[src/rtl/mem_ctrl_pkg.sv]
// Shared types and constants for the mem_ctrl CPU-to-RAM bridge:
// FSM state encoding, default widths and the MMIO register addresses.
package mem_ctrl_pkg;

   localparam int DEF_DATA_W = 16;
   localparam int DEF_ADDR_W = 8;

   // Full CPU addresses; the top bit selects I/O space.
   localparam logic [8:0] LED_ADDR = 9'h100;
   localparam logic [8:0] SW_ADDR  = 9'h140;

   typedef enum logic [1:0] {
      IDLE    = 2'd0,
      RD_ADDR = 2'd1,
      RD_DATA = 2'd2,
      WR      = 2'd3
   } state_t;

endpackage

[src/rtl/mem_ctrl_mmio.sv]
// I/O-space decode for mem_ctrl: LED output register and switch readback.
// Instantiated by mem_ctrl only when MEM_CTRL_MMIO_EN is defined.
module mem_ctrl_mmio
   import mem_ctrl_pkg::*;
#(
   parameter int DATA_W = DEF_DATA_W,
   parameter int ADDR_W = DEF_ADDR_W
) (
   input  logic              clk,
   input  logic              reset_n,
   input  logic              wr_en,
   input  logic [ADDR_W-1:0] wr_addr,
   input  logic [7:0]        wr_data,
   input  logic              rd_sel,
   input  logic [ADDR_W-1:0] rd_addr,
   input  logic [7:0]        sw,
   output logic [7:0]        led,
   output logic [DATA_W-1:0] rd_data
);

   // Offsets inside I/O space (the I/O select bit is already stripped).
   localparam logic [ADDR_W-1:0] LED_OFF = ADDR_W'(LED_ADDR);
   localparam logic [ADDR_W-1:0] SW_OFF  = ADDR_W'(SW_ADDR);

   // LED register, written on the accept edge of an I/O store.
   always_ff @(posedge clk) begin
      if (!reset_n) begin
         led <= 8'h00;
      end else if (wr_en && (wr_addr == LED_OFF)) begin
         led <= wr_data;
      end else begin
         led <= led;
      end
   end

   // Switch readback; every other I/O location reads as zero.
   always_comb begin
      rd_data = {DATA_W{1'b0}};
      if (rd_sel && (rd_addr == SW_OFF)) begin
         rd_data = DATA_W'(sw);
      end else begin
         rd_data = {DATA_W{1'b0}};
      end
   end

endmodule

[src/rtl/mem_ctrl.sv]
// Single-outstanding CPU-to-synchronous-RAM controller (2-cycle load, 1-cycle store).
// Optional I/O decode (LED/switches) is compiled in with MEM_CTRL_MMIO_EN.
module mem_ctrl
   import mem_ctrl_pkg::*;
#(
   parameter int DATA_W = DEF_DATA_W,
   parameter int ADDR_W = DEF_ADDR_W
) (
   input  logic              clk,
   input  logic              reset_n,
   input  logic              req_valid,
   output logic              req_ready,
   input  logic              req_write,
   input  logic [ADDR_W:0]   req_addr,
   input  logic [DATA_W-1:0] req_wdata,
   output logic              rsp_valid,
   output logic [DATA_W-1:0] rsp_rdata,
   output logic [ADDR_W-1:0] ram_read_address,
   output logic [ADDR_W-1:0] ram_write_address,
   output logic              ram_write,
   output logic [DATA_W-1:0] ram_din,
   input  logic [DATA_W-1:0] ram_dout,
   input  logic [7:0]        sw,
   output logic [7:0]        led
);

   state_t            state;
   state_t            state_nxt;
   logic              accept;
   logic              req_io;
   logic              rd_io;
   logic [DATA_W-1:0] io_rdata;

   assign req_ready = (state == IDLE);
   assign accept    = req_valid & req_ready;

`ifdef MEM_CTRL_MMIO_EN
   assign req_io = req_addr[ADDR_W];

   mem_ctrl_mmio #(
      .DATA_W (DATA_W),
      .ADDR_W (ADDR_W)
   ) u_mmio (
      .clk     (clk),
      .reset_n (reset_n),
      .wr_en   (accept & req_write & req_io),
      .wr_addr (req_addr[ADDR_W-1:0]),
      .wr_data (req_wdata[7:0]),
      .rd_sel  (rd_io),
      .rd_addr (ram_read_address),
      .sw      (sw),
      .led     (led),
      .rd_data (io_rdata)
   );
`else
   // I/O space aliases RAM; switches are not observed.
   logic unused_io;
   assign unused_io = ^{sw, req_addr[ADDR_W]};
   assign req_io    = 1'b0;
   assign io_rdata  = {DATA_W{1'b0}};
   assign led       = 8'h00;
`endif

   // State register.
   always_ff @(posedge clk) begin
      if (!reset_n) begin
         state <= IDLE;
      end else begin
         state <= state_nxt;
      end
   end

   // Next-state logic; I/O stores still pass through WR so latency matches RAM.
   always_comb begin
      state_nxt = state;
      case (state)
         IDLE: begin
            if (accept) begin
               state_nxt = req_write ? WR : RD_ADDR;
            end else begin
               state_nxt = IDLE;
            end
         end
         RD_ADDR: state_nxt = RD_DATA;
         RD_DATA: state_nxt = IDLE;
         WR:      state_nxt = IDLE;
         default: state_nxt = IDLE;
      endcase
   end

   // Datapath registers: address/data capture on accept, response on RD_DATA exit.
   always_ff @(posedge clk) begin
      if (!reset_n) begin
         rsp_valid         <= 1'b0;
         rsp_rdata         <= {DATA_W{1'b0}};
         ram_read_address  <= {ADDR_W{1'b0}};
         ram_write_address <= {ADDR_W{1'b0}};
         ram_write         <= 1'b0;
         ram_din           <= {DATA_W{1'b0}};
         rd_io             <= 1'b0;
      end else begin
         rsp_valid <= 1'b0;
         ram_write <= 1'b0;
         if (accept && req_write && !req_io) begin
            ram_write_address <= req_addr[ADDR_W-1:0];
            ram_din           <= req_wdata;
            ram_write         <= 1'b1;
         end else if (accept && !req_write) begin
            ram_read_address <= req_addr[ADDR_W-1:0];
            rd_io            <= req_io;
         end
         if (state == RD_DATA) begin
            rsp_valid <= 1'b1;
            rsp_rdata <= rd_io ? io_rdata : ram_dout;
         end
      end
   end

endmodule
[config.mk]
export PLATFORM = sky130hd
export DESIGN_NAME = mem_ctrl
export DESIGN_NICKNAME = d
export VERILOG_FILES = /design/src/rtl/mem_ctrl_pkg.sv /design/src/rtl/mem_ctrl_mmio.sv /design/src/rtl/mem_ctrl.sv
export SDC_FILE = /design/constraint.sdc
export NUM_CORES = 1
export LEC_CHECK = 0
export BUFFER_PORTS_ARGS = -buffer_cell sky130_fd_sc_hd__buf_2
export CAP_MARGIN = 20
export CORE_ASPECT_RATIO = 1.75
export CORE_MARGIN = 2
export CORE_UTILIZATION = 41
export CTS_BUF_LIST = sky130_fd_sc_hd__clkbuf_8
export DETAILED_ROUTE_END_ITERATION = 12
export PLACE_DENSITY = 0.75
export SYNTH_ARGS = -nofsm -noshare
export SYNTH_HDL_FRONTEND = slang
export SYNTH_HIERARCHICAL = 1
export SYNTH_SLANG_ARGS = --single-unit
[constraint.sdc]
create_clock -name clk -period 1.36 [get_ports clk]
set_input_delay 0.068 -clock clk [delete_from_list [all_inputs] [get_ports clk]]
set_output_delay 0.068 -clock clk [all_outputs]
set_load 0.05 [all_outputs]
==> flow_metrics.tcl <==
set metrics [dict create \
    final_common_cell "sky130_fd_sc_hd__buf_2" \
    clockPowerShare_pct 30.4 \
    timing.hold.worst.class "in -> reg" \
    synth_area_um2 2010 \
    grt_max_degree 49 \
    crit_required_ps 1560 \
    gr-total-overflow 0 \
    timing.critical_path.buf_inv 1 \
    area_occupied_by_multi_input_gates_um2 826 \
    dieArea_um2 5490 \
    buffer_ports.inserted 94 \
    most-common-layout-cells "94 x sky130_fd_sc_hd__buf_2, 64 x sky130_fd_sc_hd__nand2_1, 52 x sky130_fd_sc_hd__dfxtp_1" \
    run_status "finished clean" \
    report.final.hold_viol_count 0 \
    path_depth 4 \
    initialDrtViolationCount 52 \
    gp_congestion 0.655 \
    area_growth_syn_to_layout_pct 41.3 \
    starting_density_of_the_core_pct 42.6 \
    yosysUniqueCellTypes 23 \
    critPathCaptureType "register" \
    ys_seq_elements 52 \
    critical_path.max_stage_delay_ps 510 \
    static_leakage_nw 1.31 \
    critical_path_arrival_ps 1470 \
    finalClockSkew_ps 4.54 \
    post_synth_inst_count 236 \
    detailedRoute.firstPassIterationCount 4 \
    global_routing_usage_summed_across_all_routing_layers_pct 16.3 \
    cts_max_level 2 \
    timing.final.max_slew_violations 0 \
    crit_fanout 16 \
    power.density_cell_area_nw_per_um2 1190 \
    clk_pin_slew_worst_paths_ps 90 \
    unrepaired_setup_endpoints_after_global_routing "false" \
    die_h_um 96.5 \
    setup_violations 0 \
    timing.critical_path.from "state[1]" \
    rows 33 \
    number_of_cells_traversed_by_the_worst_register_to_register_path 4 \
    endpoint "ram_read_address[0]" \
    layout_min_cycle_time_ps 1270 \
    yosysWarningCount 6 \
    timing.rr.start "state[1]" \
    routed_wire_length_per_instance_um 11.4 \
    worstSkewPairLatency_ps 300 \
    critical_path.reg2reg.endpoint "ram_read_address[0]" \
    critical-path-slowest-cell "sky130_fd_sc_hd__or4b_1" \
    combinationalPowerShare_pct 21.2 \
    post_synth.cell_area_avg_um2 8.50 \
    timing.critical_path.max_delay_family "simple AND/OR/NAND/NOR gates" \
    floorplan.die.width_um 56.9 \
    synth_seq_area_share_pct 51.9 \
    fin_hold_ws_ps 2.12 \
    path_cells "or4b_1, buf_6, nand3_1, o21ai_2" \
    net-switching-power_mw 1.01 \
    max_cap_violations 0 \
    drt_drc_violations_left 0 \
    number_of_buffers_added_by_the_clock_tree_synthesis_step 5 \
    first_global_vias 1652 \
    peakVddDrop_mv 0.822 \
    power.share.switching_pct 30.0 \
    seqPwrFrac_pct 48.5 \
    floorplan.io_pins 112 \
    crit_path_start_kind "register" \
    tritoncts "yes" \
    drt-vias-per-instance 4.70 \
    share_of_final_layout_standard_cells_stronger_than_drive_strength_1_pct 35.0 \
    clock_path_buffers 2 \
    cts.sink_count 52 \
    detailed_place_hpwl_um 3200 \
    ff2ff_setup_slack_ps 90 \
    route.vias.total 1886 \
    min_period_over_period_pct 93.3 \
    maxClockFrequency_mhz 788 \
    grt_antenna_before_repair 0 \
    layout.area.seq_um2 1040 \
    global_route_wire_length_before_repair_um 7120 \
    worstSetupPathType "reg -> reg" \
    timing.setup.tns_ps 0 \
    antenna_violating_nets_post_route 0 \
    diodes 0 \
    final.fill_count 443 \
    design.core.area_um2 4710 \
    internal_power_mw 2.36 \
    library_cell_used_as_clock_root_buffer "sky130_fd_sc_hd__clkbuf_8" \
    totalWireLength_um 4560 \
    nNetsFinal 401 \
]
==> per-layer routing <==
metal,GRT usage [%],vias up,routed length (um)
met5,0,-,0
met4,6.40,0,75
met3,3.20,6,256
met2,30.8,69,2370
met1,17.6,826,1850
li1,-,985,-
==> through the flow <==
stage / std cells / utilization, % / setup WS (ps) / power, mW / cell area [um2]
after floorplan: 243 / - / 20.6 / 2.17 / 2030
after global placement: 371 / 53.2 / 73.4 / 2.32 / 2500
after detailed placement: 371 / 53.2 / 72.8 / 2.33 / 2500
after CTS: 400 / 59.9 / 59.3 / 3.40 / 2820
after global routing: 401 / 60.2 / 16.1 / 3.50 / 2830
final: 401 / 60.2 / 90.8 / 3.37 / 2830
==> layout make-up <==
cell class | count | area share [%]
clock buffer | 5 | 2.43
clock inverter | 3 | 1.37
multi-input combinational | 163 | 29.1
sequential | 52 | 36.7
tap | 52 | 2.30
timing repair buffer | 126 | 28.0
==> flip-flops by register name (all words and copies together), names as in the netlist <==
signal             count
ram_read_address       8
ram_write              1
ram_din               16
rsp_valid              1
state                  2
ram_write_address      8
rsp_rdata             16
==> cells in the mapped netlist <==
library cell	instances	area, um2
sky130_fd_sc_hd__and2_1	2	12.5
sky130_fd_sc_hd__nand3_2	2	20.0
sky130_fd_sc_hd__o21ai_0	24	120
sky130_fd_sc_hd__buf_1	3	11.3
sky130_fd_sc_hd__clkbuf_1	10	37.5
sky130_fd_sc_hd__and2b_1	1	7.51
sky130_fd_sc_hd__nand2b_1	2	12.5
sky130_fd_sc_hd__conb_1	1	3.75
sky130_fd_sc_hd__nand2_1	64	240
sky130_fd_sc_hd__buf_6	1	11.3
sky130_fd_sc_hd__buf_12	1	20.0
sky130_fd_sc_hd__buf_4	8	60.1
sky130_fd_sc_hd__nand3_1	30	150
sky130_fd_sc_hd__a21boi_0	15	113
sky130_fd_sc_hd__and4bb_2	1	12.5
sky130_fd_sc_hd__o21ai_2	8	70.1
sky130_fd_sc_hd__nor3b_1	1	7.51
sky130_fd_sc_hd__a21boi_1	1	7.51
sky130_fd_sc_hd__or4b_1	1	10.0
sky130_fd_sc_hd__dfxtp_1	52	1040
sky130_fd_sc_hd__buf_2	5	25.0
sky130_fd_sc_hd__nor2_1	2	7.51
sky130_fd_sc_hd__a21oi_1	1	5.00
==> cells by family after synthesis <==
| logic type | synth area share [%] |
|---|---|
| buffers and inverters | 8.23 |
| other | 0.187 |
| AO/OA/AOI/OAI | 15.7 |
| AND/OR/NAND/NOR | 24.0 |
| flip-flops | 51.9 |
==> how the worst min path moves through the flow <==
stage / from / endpoint / slack (ps) / depth (start not counted)
2_1_floorplan: req_write / ram_write / 190 / 1
3_3_place_gp: req_wdata[0] / ram_din[0] / 280 / 3
3_5_place_dp: req_wdata[10] / ram_din[10] / 290 / 3
4_1_cts: ram_dout[0] / rsp_rdata[0] / 1 / 3
5_1_grt: ram_dout[15] / rsp_rdata[15] / 2 / 3
6_report: req_addr[4] / ram_write_address[4] / 2 / 3
==> power groups by stage <==
stage,clock network [mW],logic [mW],registers (mW)
after detailed placement,0,0.666,1.67
after CTS,1.06,0.712,1.63
after global routing,1.10,0.764,1.64
after floorplan,0,0.251,1.91
final,1.02,0.712,1.63
after global placement,0,0.658,1.66
==> timing repair <==
action                     4_1_cts  5_1_grt
hold buffers                    21        1
gates resized for setup          0        1
buffers inserted                 0        0
hold endpoints to repair        21        1
setup endpoints to repair        0        2
==> worst reg2reg max path, cell delays in order, from the launching register on <==
cell	delay [ps]
sky130_fd_sc_hd__dfxtp_1	310
sky130_fd_sc_hd__or4b_1	510
sky130_fd_sc_hd__buf_6	180
sky130_fd_sc_hd__nand3_1	110
sky130_fd_sc_hd__o21ai_2	50
Power figures use the tool's default switching activity.
